===== config.mk =====
export PLATFORM = sky130hd
export DESIGN_NAME = hsid_metric_main
export DESIGN_NICKNAME = d
export VERILOG_FILES = /design/src/rtl/hsid_pkg.sv /design/src/rtl/hsid_metric_lanes.sv /design/src/rtl/hsid_metric_main.sv
export SDC_FILE = /design/constraint.sdc
export NUM_CORES = 2
export LEC_CHECK = 0
export ABC_AREA = 0
export CAP_MARGIN = 0
export CORE_MARGIN = 2
export CORE_UTILIZATION = 25
export CTS_CLUSTER_DIAMETER = 30
export DETAILED_ROUTE_END_ITERATION = 7
export PLACE_DENSITY = 0.47
export SKIP_CTS_REPAIR_TIMING = 1
export SLEW_MARGIN = 20
export SYNTH_ARGS = -nofsm -noshare
export SYNTH_HDL_FRONTEND = slang
export SYNTH_SLANG_ARGS = --single-unit

===== constraint.sdc =====
create_clock -name clk -period 15.4 [get_ports clk]
set_input_delay 3.85 -clock clk [delete_from_list [all_inputs] [get_ports clk]]
set_output_delay 3.85 -clock clk [all_outputs]
set_load 0.03 [all_outputs]

===== src/rtl/hsid_pkg.sv =====
// hsid_pkg: default sizes, metric mode and FSM state types
// shared by the hyperspectral distance metric engine.
package hsid_pkg;

  localparam int WORD_WIDTH_D       = 32;
  localparam int DATA_WIDTH_D       = 16;
  localparam int PACK_D             = 2;
  localparam int HSI_BANDS_D        = 128;
  localparam int HSI_LIBRARY_SIZE_D = 256;
  localparam int DATA_WIDTH_ACC_D   = 48;

  typedef enum logic {
    MODE_SQ  = 1'b0,
    MODE_ABS = 1'b1
  } metric_mode_e;

  typedef enum logic [2:0] {
    IDLE,
    READ_CAPTURED,
    READ_LIBRARY,
    DRAIN,
    DONE
  } state_e;

  function automatic int words_for(input int bands, input int pack);
    return (bands + pack - 1) / pack;
  endfunction

endpackage


===== src/rtl/hsid_metric_lanes.sv =====
// hsid_metric_lanes: per-word lane arithmetic (lib - captured, squared or abs, summed).
// Ports: i_lib/i_cap packed lanes, i_en lane mask, i_mode metric select, o_sum lane sum.
module hsid_metric_lanes
  import hsid_pkg::*;
#(
  parameter int PACK       = PACK_D,
  parameter int DATA_WIDTH = DATA_WIDTH_D,
  parameter int SUM_W      = DATA_WIDTH_ACC_D
) (
  input  logic [PACK*DATA_WIDTH-1:0] i_lib,
  input  logic [PACK*DATA_WIDTH-1:0] i_cap,
  input  logic [PACK-1:0]            i_en,
  input  logic                       i_mode,
  output logic [SUM_W-1:0]           o_sum
);

  localparam int TW = 2 * DATA_WIDTH + 2;

  logic signed [DATA_WIDTH:0] w_diff;
  logic signed [TW-1:0]       w_dx;
  logic signed [TW-1:0]       w_sq;
  logic signed [TW-1:0]       w_abs;

  always_comb begin
    o_sum  = '0;
    w_diff = '0;
    w_dx   = '0;
    w_sq   = '0;
    w_abs  = '0;
    for (int k = 0; k < PACK; k++) begin
      w_diff = $signed({i_lib[k*DATA_WIDTH+DATA_WIDTH-1],
                        i_lib[k*DATA_WIDTH +: DATA_WIDTH]})
             - $signed({i_cap[k*DATA_WIDTH+DATA_WIDTH-1],
                        i_cap[k*DATA_WIDTH +: DATA_WIDTH]});
      w_dx  = TW'(w_diff);
      w_sq  = w_dx * w_dx;
      w_abs = (w_dx < 0) ? -w_dx : w_dx;
      if (i_en[k]) begin
        if (metric_mode_e'(i_mode) == MODE_ABS)
          o_sum = o_sum + SUM_W'(w_abs);
        else
          o_sum = o_sum + SUM_W'(w_sq);
      end
    end
  end

endmodule


===== src/rtl/hsid_metric_main.sv =====
// hsid_metric_main: captures one spectrum, streams library vectors, emits a
// per-vector distance metric and tracks min/max. Ports: start/clear control,
// valid/ready word input, ready/idle/done status, metric stream and min/max.
module hsid_metric_main
  import hsid_pkg::*;
#(
  parameter int WORD_WIDTH       = WORD_WIDTH_D,
  parameter int DATA_WIDTH       = DATA_WIDTH_D,
  parameter int PACK             = PACK_D,
  parameter int HSI_BANDS        = HSI_BANDS_D,
  parameter int HSI_LIBRARY_SIZE = HSI_LIBRARY_SIZE_D,
  parameter int DATA_WIDTH_ACC   = DATA_WIDTH_ACC_D
) (
  input  logic                                clk,
  input  logic                                rst_n,
  input  logic                                hsi_vctr_in_valid,
  input  logic [WORD_WIDTH-1:0]               hsi_vctr_in,
  input  logic [$clog2(HSI_BANDS)-1:0]        hsi_bands_in,
  input  logic [$clog2(HSI_LIBRARY_SIZE)-1:0] library_size_in,
  input  logic                                mode_in,
  input  logic                                start,
  input  logic                                clear,
  output logic                                ready,
  output logic                                idle,
  output logic                                done,
  output logic [WORD_WIDTH-1:0]               metric_min_value,
  output logic [WORD_WIDTH-1:0]               metric_max_value,
  output logic [$clog2(HSI_LIBRARY_SIZE)-1:0] metric_min_ref,
  output logic [$clog2(HSI_LIBRARY_SIZE)-1:0] metric_max_ref,
  output logic                                metric_out_valid,
  output logic [WORD_WIDTH-1:0]               metric_out,
  output logic [$clog2(HSI_LIBRARY_SIZE)-1:0] metric_out_ref
);

  localparam int BW     = $clog2(HSI_BANDS);
  localparam int LW     = $clog2(HSI_LIBRARY_SIZE);
  localparam int LANE_W = PACK * DATA_WIDTH;
  localparam int WORDS  = (HSI_BANDS + PACK - 1) / PACK;
  localparam int WIDX   = (WORDS > 1) ? $clog2(WORDS) : 1;
  localparam int ACC_W  = DATA_WIDTH_ACC;

  state_e r_state;
  state_e w_next;

  logic [BW-1:0]     r_bands;
  logic [LW-1:0]     r_lib;
  logic              r_mode;
  logic [WIDX:0]     r_words;
  logic [WIDX-1:0]   r_word_cnt;
  logic [LW-1:0]     r_vec_cnt;
  logic [LANE_W-1:0] r_buf [WORDS];

  logic              w_ready;
  logic              w_accept;
  logic              w_start;
  logic              w_bypass;
  logic              w_last_word;
  logic              w_last_vec;
  logic              w_final_out;
  logic [WIDX:0]     w_words_in;
  logic [PACK-1:0]   w_lane_en;
  logic [ACC_W-1:0]  w_lane_sum;
  logic [ACC_W-1:0]  w_acc_next;
  logic [WORD_WIDTH-1:0] w_sat;

  logic              r_s1_valid;
  logic              r_s1_first;
  logic              r_s1_last;
  logic [LW-1:0]     r_s1_ref;
  logic [ACC_W-1:0]  r_s1_sum;
  logic [ACC_W-1:0]  r_acc;

  logic                  r_out_valid;
  logic [WORD_WIDTH-1:0] r_out;
  logic [LW-1:0]         r_out_ref;
  logic [WORD_WIDTH-1:0] r_min;
  logic [WORD_WIDTH-1:0] r_max;
  logic [LW-1:0]         r_min_ref;
  logic [LW-1:0]         r_max_ref;

  assign w_ready  = (r_state == READ_CAPTURED) ||
                    (r_state == READ_LIBRARY);
  assign w_accept = hsi_vctr_in_valid && w_ready;
  assign w_start  = (r_state == IDLE) && start && !clear;
  assign w_bypass = (hsi_bands_in == '0) ||
                    (library_size_in == '0);
  assign w_words_in =
    (WIDX+1)'(words_for(int'(hsi_bands_in), PACK));

  assign w_last_word =
    (int'(r_word_cnt) + 1 == int'(r_words));
  assign w_last_vec =
    (int'(r_vec_cnt) + 1 == int'(r_lib));
  // Last vector's metric leaving the pipe ends the drain.
  assign w_final_out = r_out_valid &&
    (int'(r_out_ref) + 1 == int'(r_lib));

  always_ff @(posedge clk or negedge rst_n) begin
    if (!rst_n) r_state <= IDLE;
    else        r_state <= w_next;
  end

  always_comb begin
    w_next = r_state;
    unique case (r_state)
      IDLE:
        if (w_start)
          w_next = w_bypass ? DONE : READ_CAPTURED;
      READ_CAPTURED:
        if (w_accept && w_last_word)
          w_next = READ_LIBRARY;
      READ_LIBRARY:
        if (w_accept && w_last_word && w_last_vec)
          w_next = DRAIN;
      DRAIN:
        if (w_final_out) w_next = DONE;
      DONE:
        w_next = IDLE;
      default:
        w_next = IDLE;
    endcase
    if (clear) w_next = IDLE;
  end

  always_ff @(posedge clk or negedge rst_n) begin
    if (!rst_n) begin
      r_bands    <= '0;
      r_lib      <= '0;
      r_mode     <= 1'b0;
      r_words    <= '0;
      r_word_cnt <= '0;
      r_vec_cnt  <= '0;
    end else if (clear) begin
      r_word_cnt <= '0;
      r_vec_cnt  <= '0;
    end else if (w_start) begin
      r_bands    <= hsi_bands_in;
      r_lib      <= library_size_in;
      r_mode     <= mode_in;
      r_words    <= w_words_in;
      r_word_cnt <= '0;
      r_vec_cnt  <= '0;
    end else if (w_accept) begin
      if (w_last_word) begin
        r_word_cnt <= '0;
        if (r_state == READ_LIBRARY)
          r_vec_cnt <= r_vec_cnt + 1'b1;
      end else begin
        r_word_cnt <= r_word_cnt + 1'b1;
      end
    end
  end

  // Captured spectrum store; never read before it is written.
  always_ff @(posedge clk) begin
    if (w_accept && (r_state == READ_CAPTURED))
      r_buf[r_word_cnt] <= hsi_vctr_in[LANE_W-1:0];
  end

  // Lanes past the band count in the final word carry padding.
  always_comb begin
    w_lane_en = '0;
    for (int k = 0; k < PACK; k++)
      w_lane_en[k] =
        (int'(r_word_cnt) * PACK + k) < int'(r_bands);
  end

  hsid_metric_lanes #(
    .PACK       (PACK),
    .DATA_WIDTH (DATA_WIDTH),
    .SUM_W      (ACC_W)
  ) u_lanes (
    .i_lib  (hsi_vctr_in[LANE_W-1:0]),
    .i_cap  (r_buf[r_word_cnt]),
    .i_en   (w_lane_en),
    .i_mode (r_mode),
    .o_sum  (w_lane_sum)
  );

  assign w_acc_next =
    (r_s1_first ? '0 : r_acc) + r_s1_sum;
  assign w_sat = (|w_acc_next[ACC_W-1:WORD_WIDTH])
               ? '1 : w_acc_next[WORD_WIDTH-1:0];

  always_ff @(posedge clk or negedge rst_n) begin
    if (!rst_n) begin
      r_s1_valid  <= 1'b0;
      r_s1_first  <= 1'b0;
      r_s1_last   <= 1'b0;
      r_s1_ref    <= '0;
      r_s1_sum    <= '0;
      r_acc       <= '0;
      r_out_valid <= 1'b0;
      r_out       <= '0;
      r_out_ref   <= '0;
    end else begin
      r_s1_valid  <= w_accept && !clear &&
                     (r_state == READ_LIBRARY);
      r_s1_first  <= (r_word_cnt == '0);
      r_s1_last   <= w_last_word;
      r_s1_ref    <= r_vec_cnt;
      r_s1_sum    <= w_lane_sum;
      r_out_valid <= 1'b0;
      if (clear || w_start) begin
        r_acc     <= '0;
        r_out     <= '0;
        r_out_ref <= '0;
      end else if (r_s1_valid) begin
        r_acc <= w_acc_next;
        if (r_s1_last) begin
          r_out_valid <= 1'b1;
          r_out       <= w_sat;
          r_out_ref   <= r_s1_ref;
        end
      end
    end
  end

  // Strict compares keep the lower index on ties.
  always_ff @(posedge clk or negedge rst_n) begin
    if (!rst_n) begin
      r_min     <= '0;
      r_max     <= '0;
      r_min_ref <= '0;
      r_max_ref <= '0;
    end else if (clear || w_start) begin
      r_min     <= '0;
      r_max     <= '0;
      r_min_ref <= '0;
      r_max_ref <= '0;
    end else if (r_out_valid) begin
      if (r_out_ref == '0) begin
        r_min     <= r_out;
        r_max     <= r_out;
        r_min_ref <= r_out_ref;
        r_max_ref <= r_out_ref;
      end else begin
        if (r_out < r_min) begin
          r_min     <= r_out;
          r_min_ref <= r_out_ref;
        end
        if (r_out > r_max) begin
          r_max     <= r_out;
          r_max_ref <= r_out_ref;
        end
      end
    end
  end

  assign ready            = w_ready;
  assign idle             = (r_state == IDLE);
  assign done             = (r_state == DONE);
  assign metric_out_valid = r_out_valid;
  assign metric_out       = r_out;
  assign metric_out_ref   = r_out_ref;
  assign metric_min_value = r_min;
  assign metric_max_value = r_max;
  assign metric_min_ref   = r_min_ref;
  assign metric_max_ref   = r_max_ref;

endmodule


==> impl_metrics.toml <==
[global_routing]
use_met2_pct = 27.3
use_met1_pct = 21.9
grt_pass1_vias = 76432
use_met3_pct = 3.02
grt_usage_pct = 16.4
grt_max_degree = 99
grt_pass1_wl_um = 556000
antenna_found_initial = 30
overflow = 0
grt_busiest_layer = "met2"

[die]
start_util_pct = 25.1
dieArea_mm2 = 0.459
fp.dieH_um = 678
rows = 247
core_mm2 = 0.452
ios = 177
fp.dieW_um = 678

[route]
ant_nets = 0
drcViolationCount = 0
first_pass_iters = 5
viasPerCell = 4.89
drtIter0Drc = 6654
wirelength_um = 388000
wl_per_cell_um = 25.6
vias = 74136

[critical_path]
reg2reg_depth = 45
startpoint_type = "flop"
crit_path_start = "r_word_cnt[0]"
arrival_ps = 15340
slowest_delay_ps = 800
crit_required_ps = 16110
cp.depth = 45
cp_num_buf_inv = 8
cp_common_cell = "fa_1"
crit_fanout = 25
rrSetupSlack_ps = 770
critPathTopFamily = "compound AO/OA/AOI/OAI gates"
cp_slowest_cell = "and3_4"
r2r_start = "r_word_cnt[0]"
crit_path_end_kind = "flop"
crit_type = "flop to flop"

[clocking]
clk_pin_slew_ps = 50
cts_tree = "done"
cts_buffers = 452
clock_sinks = 2316
clockBufferDepth = 4
clockRootBuffer = "clkbuf_16"
htree_levels = 5
clock_latency_ps = 1010

[synthesis]
synth.top_cells.by_count = "edfxtp_1 (2,048), inv_1 (814), a22oi_1 (802)"
yosysMostFrequentCell = "edfxtp_1"
synth_area_leader_cell = "edfxtp_1"
synthTopCellsByArea = "edfxtp_1 (54%), fa_1 (9.6%), dfrtp_1 (5.9%), a22oi_1 (5.3%), ha_1 (4.1%)"
synthesis.area_mm2 = 0.113
ys_warn_count = 0
synth_edf_count = 2048
avgSynthCellArea_um2 = 13.7
ys_ff_latch = 2316
postSynth.asyncResetShare_pct = 11.6
synth_nets = 9270
synth_top_area_share_pct = 54.2
yosys.cell_types.count = 100
seq_area_frac_synth_pct = 60.1
synthFlopType = "edfxtp_1"
netlist_instances = 8302

[run_status]
outcome = "complete, no violations"

[placed_design]
dp_hpwl_um = 252000
gp_congestion = 0.855
io_buffers = 176

[sta]
rsz0062_at_grt = "no"
hold_viol = 0
drv_slew = 0
final.setup.tns_ps = 0
worst_clock_skew_ps = 151
setup_viol = 0
maxSlewHeadroom_pct = 19.2
fin_crit_ps = 14630
period_share_pct = 95.0
tightest_slew_ps = 1200
fmax_mhz = 68.4

[run]
drv_cap = 0

[finish]
nets = 9751
fillers = 44693
drive_gt1_share_pct = 14.0
areaGrowthSynthToFinish_pct = 23.4

[worst_hold_path]
worstHoldPathType = "flop to flop"
whs_path_depth = 0
hold_start = "r_vec_cnt[7]"
## metrics by stage
| stage | util [%] | cells | setup slack (ps) | hold WS (ps) | instance area [µm²] |
|---|---|---|---|---|---|
| finish | 31.0 | 15157 | 771 | 468 | 140000 |
| CTS | 31.0 | 15149 | 1010 | 466 | 140000 |
| global placement | 27.4 | 14305 | 692 | 454 | 124000 |
| detailed placement | 27.4 | 14305 | 575 | 454 | 124000 |
| global route | 31.0 | 15150 | 87.0 | 489 | 140000 |
| floorplan | - | 8302 | 1930 | 410 | 113000 |
## routing by layer
layer  vias up  share of wire [%]
li1      32184                  -
met1     38628                 43
met2      2769                 47
met3       543                6.9
met4        12                2.5
met5         -              0.020
## cell type report
| class | count | area (µm²) | area share [%] |
|---|---|---|---|
| well taps | 5976 | 7480 | 5.34 |
| clock inverters | 338 | 4240 | 3.03 |
| diodes | 8 | 20.0 | 0.0143 |
| flip-flops and latches | 2316 | 68200 | 48.7 |
| repair buffers | 467 | 4140 | 2.96 |
| clock buffers | 506 | 11800 | 8.40 |
| multi-input cells | 4726 | 41100 | 29.3 |
| inverters | 820 | 3080 | 2.20 |
## state kept, by name, indices dropped and copies added, names as in the netlist, 7 cells and up
name,flops
r_bands,7
metric_max_ref,8
metric_min_ref,8
metric_out_ref,8
r_buf,2048
r_vec_cnt,8
r_s1_ref,8
metric_out,32
r_s1_sum,48
r_acc,48
metric_max_value,32
r_words,7
r_lib,8
metric_min_value,32
## worst paths after layout
kind | end
min reg2reg | r_s1_ref[7]
max reg2reg | r_s1_sum[42]
max in group asynchronous | r_mode
min | r_s1_ref[7]
min in group asynchronous | metric_min_value[11]
max | r_s1_sum[42]
## layout by cell type, fill, tap and decap left out, types with 266 or more instances in the layout
master / instances
dfrtp_1: 266
a21oi_1: 281
edfxtp_1: 2048
nor2_1: 401
inv_1: 814
a22oi_1: 802
clkbuf_16: 457
fa_1: 545
nand2_1: 378
ha_1: 370
## kinds of logic after synthesis
group	Yosys count	share of synthesized area (%)
AO/OA/AOI/OAI	2063	13.1
XOR/XNOR	228	1.77
adder cells (fa/ha/maj)	915	13.7
buffers and inverters	1260	4.28
flip-flops	2316	60.1
multiplexers	115	1.04
AND/OR/NAND/NOR	1405	6.00
Power is left out: the tool's default activity adds up to more than one toggle a clock period on the data nets, which glitch-free logic cannot reach.
